--- src/rtl/lock_ctrl.sv ---
// Keypad lock controller: buffers four BCD digits, checks them against a stored
// password, and handles unlock, relock, lockout after repeated mismatches and password change.
module lock_ctrl #(
  parameter logic [15:0] INIT_PW      = 16'h1234,
  parameter int          MAX_ERR      = 3,
  parameter int          FAIL_CYCLES  = 8,
  parameter int          ALARM_CYCLES = 16,
  parameter int          OPEN_CYCLES  = 32
) (
  input  logic       clk,
  input  logic       rst,
  input  logic [3:0] digit,
  input  logic       digit_vld,
  input  logic       back,
  input  logic       lock,
  input  logic       chg,
  output logic [2:0] state,
  output logic [2:0] ndig,
  output logic       unlocked,
  output logic       fail,
  output logic       alarm,
  output logic [1:0] err_cnt,
  output logic       pw_upd
);

  typedef enum logic [2:0] {
    S_IDLE  = 3'd0,
    S_ENTRY = 3'd1,
    S_CHECK = 3'd2,
    S_OPEN  = 3'd3,
    S_FAIL  = 3'd4,
    S_ALARM = 3'd5,
    S_SET   = 3'd6,
    S_BAD   = 3'd7
  } state_e;

  localparam logic [23:0] FAIL_LAST  = 24'(FAIL_CYCLES - 1);
  localparam logic [23:0] ALARM_LAST = 24'(ALARM_CYCLES - 1);
  localparam logic [23:0] OPEN_LAST  = 24'(OPEN_CYCLES - 1);

  state_e      state_q, state_d;
  logic [2:0]  ndig_q, ndig_d;
  logic [15:0] buf_q, buf_d;
  logic [15:0] pw_q, pw_d;
  logic [1:0]  err_q, err_d;
  logic [23:0] timer_q, timer_d;
  logic        pw_upd_q, pw_upd_d;

  logic        digit_ok, back_ev, chg_ev, lock_ev, last_digit;
  logic [15:0] buf_ins;
  logic [2:0]  err_inc;

  // Control inputs are single-cycle strobes with no ready/backpressure: an event
  // is consumed on the edge it is sampled high, and lower-priority strobes in that cycle are dropped.
  assign digit_ok   = digit_vld && (digit <= 4'd9);
  assign back_ev    = !digit_ok && back;
  assign chg_ev     = !digit_ok && !back && chg;
  assign lock_ev    = !digit_ok && !back && !chg && lock;
  assign last_digit = (ndig_q == 3'd3);
  assign err_inc    = {1'b0, err_q} + 3'd1;

  always_comb begin
    buf_ins = buf_q;
    case (ndig_q)
      3'd0:    buf_ins[15:12] = digit;
      3'd1:    buf_ins[11:8]  = digit;
      3'd2:    buf_ins[7:4]   = digit;
      3'd3:    buf_ins[3:0]   = digit;
      default: buf_ins = buf_q;
    endcase
  end

  always_comb begin
    state_d  = state_q;
    ndig_d   = ndig_q;
    buf_d    = buf_q;
    pw_d     = pw_q;
    err_d    = err_q;
    pw_upd_d = 1'b0;
    case (state_q)
      S_IDLE: begin
        if (digit_ok) begin
          buf_d   = {digit, 12'hFFF};
          ndig_d  = 3'd1;
          state_d = S_ENTRY;
        end
      end
      S_ENTRY: begin
        if (digit_ok) begin
          buf_d  = buf_ins;
          ndig_d = ndig_q + 3'd1;
          if (last_digit) state_d = S_CHECK;
        end else if (back_ev && ndig_q != 3'd0) begin
          ndig_d = ndig_q - 3'd1;
          if (ndig_q == 3'd1) state_d = S_IDLE;
        end
      end
      S_CHECK: begin
        ndig_d = 3'd0;
        buf_d  = 16'hFFFF;
        if (buf_q == pw_q) begin
          err_d   = 2'd0;
          state_d = S_OPEN;
        end else begin
          err_d   = err_inc[1:0];
          state_d = (err_inc == 3'(MAX_ERR)) ? S_ALARM : S_FAIL;
        end
      end
      S_OPEN: begin
        if (chg_ev) begin
          ndig_d  = 3'd0;
          buf_d   = 16'hFFFF;
          state_d = S_SET;
        end else if (lock_ev || timer_q >= OPEN_LAST) begin
          state_d = S_IDLE;
        end
      end
      S_FAIL: begin
        if (timer_q >= FAIL_LAST) state_d = S_IDLE;
      end
      S_ALARM: begin
        if (timer_q >= ALARM_LAST) begin
          err_d   = 2'd0;
          state_d = S_IDLE;
        end
      end
      S_SET: begin
        if (digit_ok) begin
          if (last_digit) begin
            pw_d     = buf_ins;
            pw_upd_d = 1'b1;
            ndig_d   = 3'd0;
            buf_d    = 16'hFFFF;
            state_d  = S_IDLE;
          end else begin
            buf_d  = buf_ins;
            ndig_d = ndig_q + 3'd1;
          end
        end else if (back_ev) begin
          if (ndig_q != 3'd0) ndig_d = ndig_q - 3'd1;
        end else if (lock_ev) begin
          ndig_d  = 3'd0;
          buf_d   = 16'hFFFF;
          state_d = S_IDLE;
        end
      end
      default: begin
        ndig_d  = 3'd0;
        buf_d   = 16'hFFFF;
        state_d = S_IDLE;
      end
    endcase
  end

  // Dwell timer restarts on every state change so each timed state counts from its entry.
  assign timer_d = (state_d != state_q) ? 24'd0 : timer_q + 24'd1;

  always_ff @(posedge clk or posedge rst) begin
    if (rst) begin
      state_q  <= S_IDLE;
      ndig_q   <= 3'd0;
      buf_q    <= 16'hFFFF;
      pw_q     <= INIT_PW;
      err_q    <= 2'd0;
      timer_q  <= 24'd0;
      pw_upd_q <= 1'b0;
    end else begin
      state_q  <= state_d;
      ndig_q   <= ndig_d;
      buf_q    <= buf_d;
      pw_q     <= pw_d;
      err_q    <= err_d;
      timer_q  <= timer_d;
      pw_upd_q <= pw_upd_d;
    end
  end

  assign state    = state_q;
  assign ndig     = ndig_q;
  assign unlocked = (state_q == S_OPEN);
  assign fail     = (state_q == S_FAIL);
  assign alarm    = (state_q == S_ALARM);
  assign err_cnt  = err_q;
  assign pw_upd   = pw_upd_q;

endmodule

--- config.mk ---
export PLATFORM = sky130hd
export DESIGN_NAME = lock_ctrl
export DESIGN_NICKNAME = d
export VERILOG_FILES = /design/src/rtl/lock_ctrl.sv
export SDC_FILE = /design/constraint.sdc
export NUM_CORES = 1
export LEC_CHECK = 0
export BUFFER_PORTS_ARGS = -buffer_cell sky130_fd_sc_hd__buf_2
export CAP_MARGIN = 10
export CORE_ASPECT_RATIO = 2
export CORE_MARGIN = 4
export CORE_UTILIZATION = 60
export DETAILED_ROUTE_END_ITERATION = 10
export GPL_TIMING_DRIVEN = 0
export HOLD_SLACK_MARGIN = 0.15
export PLACE_DENSITY = 0.8
export SYNTH_ARGS = -nofsm -noshare
export SYNTH_HDL_FRONTEND = slang
export SYNTH_SLANG_ARGS = --single-unit
--- constraint.sdc ---
create_clock -name clk -period 2.65 [get_ports clk]
set_input_delay 0 -clock clk [delete_from_list [all_inputs] [get_ports clk]]
set_output_delay 0 -clock clk [all_outputs]
set_load 0.1 [all_outputs]
-- Word-level counts from Yosys, hierarchy flattened
Index checks and enable logic that the tools add are counted.
- $add $sub $neg: 4
- magnitude comparators: 4
- eq/ne operators: 21
- mux-type cells: 45
- bitwise logic cells: 1
- reduce and logical (&&, ||, !) cells: 20
- operator list (cell ; number):
    16-bit two-way mux ; 7
    16-bit case mux with 5 select lines ; 1
    3-bit two-way mux ; 23
    24-bit by 1-bit adder with 24-bit output (second input constant) ; 1
    24-bit by 3-bit >= comparator with 1-bit output (second input constant) ; 1
    24-bit by 4-bit >= comparator with 1-bit output (second input constant) ; 1
    24-bit by 5-bit >= comparator with 1-bit output (second input constant) ; 1
    24-bit two-way mux ; 1
    3-bit case mux with 7 select lines ; 1
    16-bit == test ; 1
    4-bit two-way mux ; 4
    3-bit by 2-bit == test with 1-bit output (second input constant) ; 5
    3-bit case mux with 5 select lines ; 1
    6-bit AND reduction ; 2
    3-bit == test (second input constant) ; 3
    3-bit inequality test (second input constant) ; 3
    4-bit inequality test (second input constant) ; 2
    1-bit logical AND ; 7
    3-bit by 1-bit == test with 1-bit output (second input constant) ; 2
    3-bit zero test ; 2
    4-bit <= comparator (second input constant) ; 1
    1-bit two-way mux ; 4
    2-bit two-way mux ; 2
    2-bit by 1-bit inequality test with 1-bit output (second input constant) ; 2
    other kinds (14) ; 17
- register bits after elaboration: 65
- input bits: 10
- word-level logic and storage cells: 102

-- Logic depth before layout (Yosys ltp)
- depth after elaboration: 12
- gate-level depth with buffers: 9
- depth with buffers taken out: 8

-- Least setup slack after synthesis
Ideal clock, no wire load.
- path type: reg2reg
- start: register state_q[0] (netlist: state[0])
- end: register err_q[1] (netlist: err_cnt[1])
- setup time: 0.128 ns
- arrival time: 3.167 ns
- slack: -0.645 ns
- stages on the path, launching flop included: 7
- buffers on the path: 1
- period minus slack after synthesis: 3.295 ns
- cell sequence: dfrtp_1 > buf_6 > inv_2 > nor2_1 > o31ai_1 > nand2_1 > mux2_1
- word-level cells in the longest chain between the ends: 3
- elaborated cells between the ends (all ways): 6
- ends and longest elaborated chain (what ; RTL line ; text):
    start: declaration ; 41 ; state_e state_q, state_d;
    start signal: assignment ; 168 ; state_q <= state_d;
    3-bit == test (*) ; -- ;
    via alarm ; 21 ; output logic alarm,
    2-bit by 1-bit inequality test with 1-bit output (no line) / 2-bit nonzero test (equally long branches) ; -- ;
    2-bit AND reduction (no line) ; -- ;
    end signal: assignment ; 172 ; err_q <= err_d;
    end: declaration ; 45 ; logic [1:0] err_q, err_d;
Mark *: on every way through the listed nets, which the timed path passes. The rest lies on a longest branch.
A chain may end at the register's enable or synchronous reset.

-- Final worst setup path
- start: register ndig_q[0] (netlist: ndig[0])
- end: register timer_q[11]
- word-level cells in the longest chain between the ends: 7
- elaborated cells between the ends (all ways): 13
- ends and longest elaborated chain (what ; RTL line ; text):
    start: declaration ; 42 ; logic [2:0] ndig_q, ndig_d;
    start signal: assignment ; 169 ; ndig_q <= ndig_d;
    3-bit by 1-bit == test with 1-bit output / 3-bit nonzero test (equally long branches) ; 95, 93 ;
    3-bit two-way mux / 1-bit logical AND (equally long branches) ; 95, 93 ;
    3-bit two-way mux ; 93 ; end else if (back_ev && ndig_q != 3'd0) begin
    3-bit two-way mux ; 89 ; if (digit_ok) begin
    3-bit case mux with 7 select lines (*) ; 80 ; case (state_q)
    3-bit inequality test (*) ; 156 ; assign timer_d = (state_d != state_q) ? 24'd0 : timer_q + 24'd1;
    24-bit two-way mux (*) ; 156 ;
    via timer_d[11] ; 46 ; logic [23:0] timer_q, timer_d;
    end signal: assignment ; 173 ; timer_q <= timer_d;
    end: declaration ; 46 ;
Marked as above.

==> flow_metrics.py <==
metrics = {
    "setup_path": {
        "worstPathMaxFanout": 10,
        "critPathCaptureType": "flip-flop",
        "crit_required_ps": 2860,
        "cp_top_family": "compound AO/OA/AOI/OAI gates",
        "arrival_ps": 2650,
        "cpMostUsedCell": "ha_1",
        "cpPeakStageDelay_ps": 430,
        "crit_slowest_cell": "a31oi_1",
        "critPathBufInv": 1,
        "path_cells": "ha_1 -> ha_1 -> nand3_1 -> a31oi_1 -> o2111ai_1 -> nand2_1 -> buf_2 -> nor3_2",
        "critical_path_class": "flip-flop to flip-flop",
        "start_kind": "flip-flop",
    },
    "placement": {
        "placed_cells": 506,
        "port_buffers": 17,
        "dp_hpwl_mm": 7.21,
        "placed_area_um2": 4160,
        "gp_congestion": 0.913,
    },
    "route": {
        "vias": 3202,
        "drt_wl_total_mm": 9.68,
        "drt_pass1_iterations": 4,
        "drc_errors": 0,
        "ant_nets": 0,
        "viasPerCell": 6.08,
        "dr.first_iter.drc_count": 233,
        "avgRoutedWirePerCell_um": 18.4,
    },
    "pwr": {
        "powerDensity_nw_per_um2": 1010,
        "finalPower_uw": 4540,
        "p_leak_uw": 0.00194,
        "vdd_ir_drop_max_mv": 0.753,
    },
    "floorplanning": {
        "die_w_um": 65.3,
        "die_y_um": 123,
        "core_area_um2": 6360,
        "start_util_pct": 61.9,
        "num_rows": 41,
        "dieArea_um2": 8000,
        "io_pins": 22,
    },
    "synthesis": {
        "synth_edf_count": 0,
        "synthCells": 402,
        "postSynthAreaPerCell_um2": 9.79,
        "synth_top_area_share_pct": 28.0,
        "synthesis.nets": 421,
        "syn_area_um2": 3940,
        "synthFlopType": "dfrtp_1",
        "synth.largest_area_cell": "dfrtp_1",
        "ys_top_cells_by_area": "dfrtp_1, dfstp_2, xor2_1",
        "synthArstFlopShare_pct": 100,
        "yosysWarnings": 0,
        "ys_ff_latch": 65,
        "synth_cell_types": 68,
        "ys_seq_area_share_pct": 42.0,
    },
    "worst_hold_path": {
        "hp-class": "input pin to flip-flop",
    },
    "timing": {
        "fin_crit_ps": 2440,
        "slew_violations": 0,
        "post-route-period-util_pct": 92.0,
        "setup_viol": 0,
        "fin_skew_ps": 5.00,
        "tightestPinTransition_ps": 652,
        "hold_ws_ps": 188,
        "max_freq_ghz": 0.410,
        "slew-limit-headroom_pct": 56.5,
        "tns_ps": 0,
        "rsz0062_at_grt": "no",
        "hold_viol": 0,
    },
    "cts": {
        "clock_path_buffers": 2,
        "cts_sinks": 65,
        "cts_made_buffers": 9,
        "ctsHtreeMaxLevel": 3,
        "clock_latency_ps": 340,
        "cts_root_buf": "clkbuf_16",
        "clkTransAtPathRegs_ps": 50,
        "cts_tree": "done",
    },
    "layout": {
        "diodes": 0,
        "multiInputGateArea_um2": 2100,
        "ff_latch_area_um2": 1660,
        "nNetsFinal": 455,
        "drive_gt1_share_pct": 25.9,
        "fill_cells": 505,
        "postLayoutCellArea_um2": 4490,
        "area_growth_pct": 14.0,
        "finalNonFillerCells": 527,
    },
    "global_routing": {
        "grt_max_degree": 37,
        "grt.total_usage_pct": 27.3,
        "grt_antenna_before_repair": 0,
        "grt_pass1_vias": 3338,
        "grt_pass1_wl_mm": 16.2,
        "gr-total-overflow": 0,
    },
    "run": {
        "max_cap_violations": 0,
    },
    "outcome": {
        "status": "completed",
    },
}
[per-stage QoR]
step                      setup WS [ps]  util, %
after floorplan                    6.20        -
after global placement              107     65.1
after detailed placement            212     65.4
after CTS                           200     70.5
after global routing               96.1     70.5
final                               212     70.5
[timing repair]
item,4_1_cts,5_1_grt
hold endpoints to repair,57,0
gates resized for setup,0,0
buffers inserted,0,0
hold buffers,5,0
[cells by family (layout without fill, tap and decap cells)]
kind of cell | Yosys count | count (layout) | synth area share, %
buffers and inverters | 34 | 73 | 4.74
and+or+nand+nor | 163 | 163 | 24.1
xor gates and xnor gates | 39 | 39 | 8.68
muxes | 13 | 13 | 3.47
DFF | 65 | 65 | 42.0
adders and majority gates | 9 | 9 | 2.86
AOI/OAI and AO/OA | 79 | 79 | 14.1
[power by group]
part	switching, uW	internal (uW)
Sequential	159	1190
Combinational	1490	610
Clock	416	682
Total	2060	2480
[worst register-to-register path: cells and delay by family (launching register included)]
family,cells,cell delay (ps)
buf+inv,1,300
fa+ha+maj,2,500
flops,1,420
simple gates,3,400
compound gates,2,700
[cell usage after synthesis (all sizes together), types with 3 or more instances]
cell,instances
xor2,24
o21ai,14
nor3,27
o211ai,4
nor2,41
nand2b,3
dfstp,21
dfrtp,44
nand3b,3
mux2i,8
a21oi,24
nor4,6
o22a,12
mux2,5
nand4,9
ha,9
buf,15
nor3b,3
and3,4
a31oi,7
nand3,17
inv,13
nand2,37
clkbuf,6
xnor2,15
[state kept, by name, summed over array words and instances (netlist names)]
signal,flops
ndig,3
state,3
err_cnt,2
pw_q,16
timer_q,24
pw_upd,1
buf_q,16
[placed cells by master, fill, tap and decap left out, types with 5 or more instances in the layout]
cell            n
clkbuf_16       9
nand3_1        17
nor3_2         20
o22a_1         12
a21oi_1        24
o21ai_0         9
ha_1            9
nor2_1         38
dfrtp_1        40
mux2i_1         8
dlygate4sd3_1   5
nor3_1          7
xnor2_1        15
buf_2          23
nand4_1         8
xor2_1         24
nand2_1        36
a31oi_1         7
clkbuf_1        8
dfstp_2        21
inv_1          10
[worst paths after layout]
kind	to	slack (ps)	cells past startpoint	from
min in group asynchronous	timer_q[7]	320	3	rst
min reg2reg	buf_q[12]	500	1	buf_q[12]
max in group asynchronous	buf_q[3]	1650	4	rst
min	state[0]	190	4	back
max reg2reg	timer_q[11]	210	8	ndig[0]
max	timer_q[11]	210	8	ndig[0]
[layout make-up]
| class | count | share of cell area [%] |
|---|---|---|
| Inverter | 13 | 1.17 |
| Multi-Input combinational cell | 303 | 46.8 |
| Clock inverter | 2 | 0.279 |
| Clock buffer | 14 | 5.89 |
| Tap cell | 86 | 2.40 |
| Buffer | 21 | 3.07 |
| Sequential cell | 65 | 37.0 |
| Timing Repair Buffer | 23 | 3.46 |
[routing by layer]
layer	up-vias	track usage, %	share of wire, %
met1	1590	25.7	34
li1	1500	-	-
met4	0	16.9	4.0
met5	-	0	0
met2	81	50.3	59
met3	31	7.42	3.3
No activity file was read; power rests on OpenSTA's default activity.
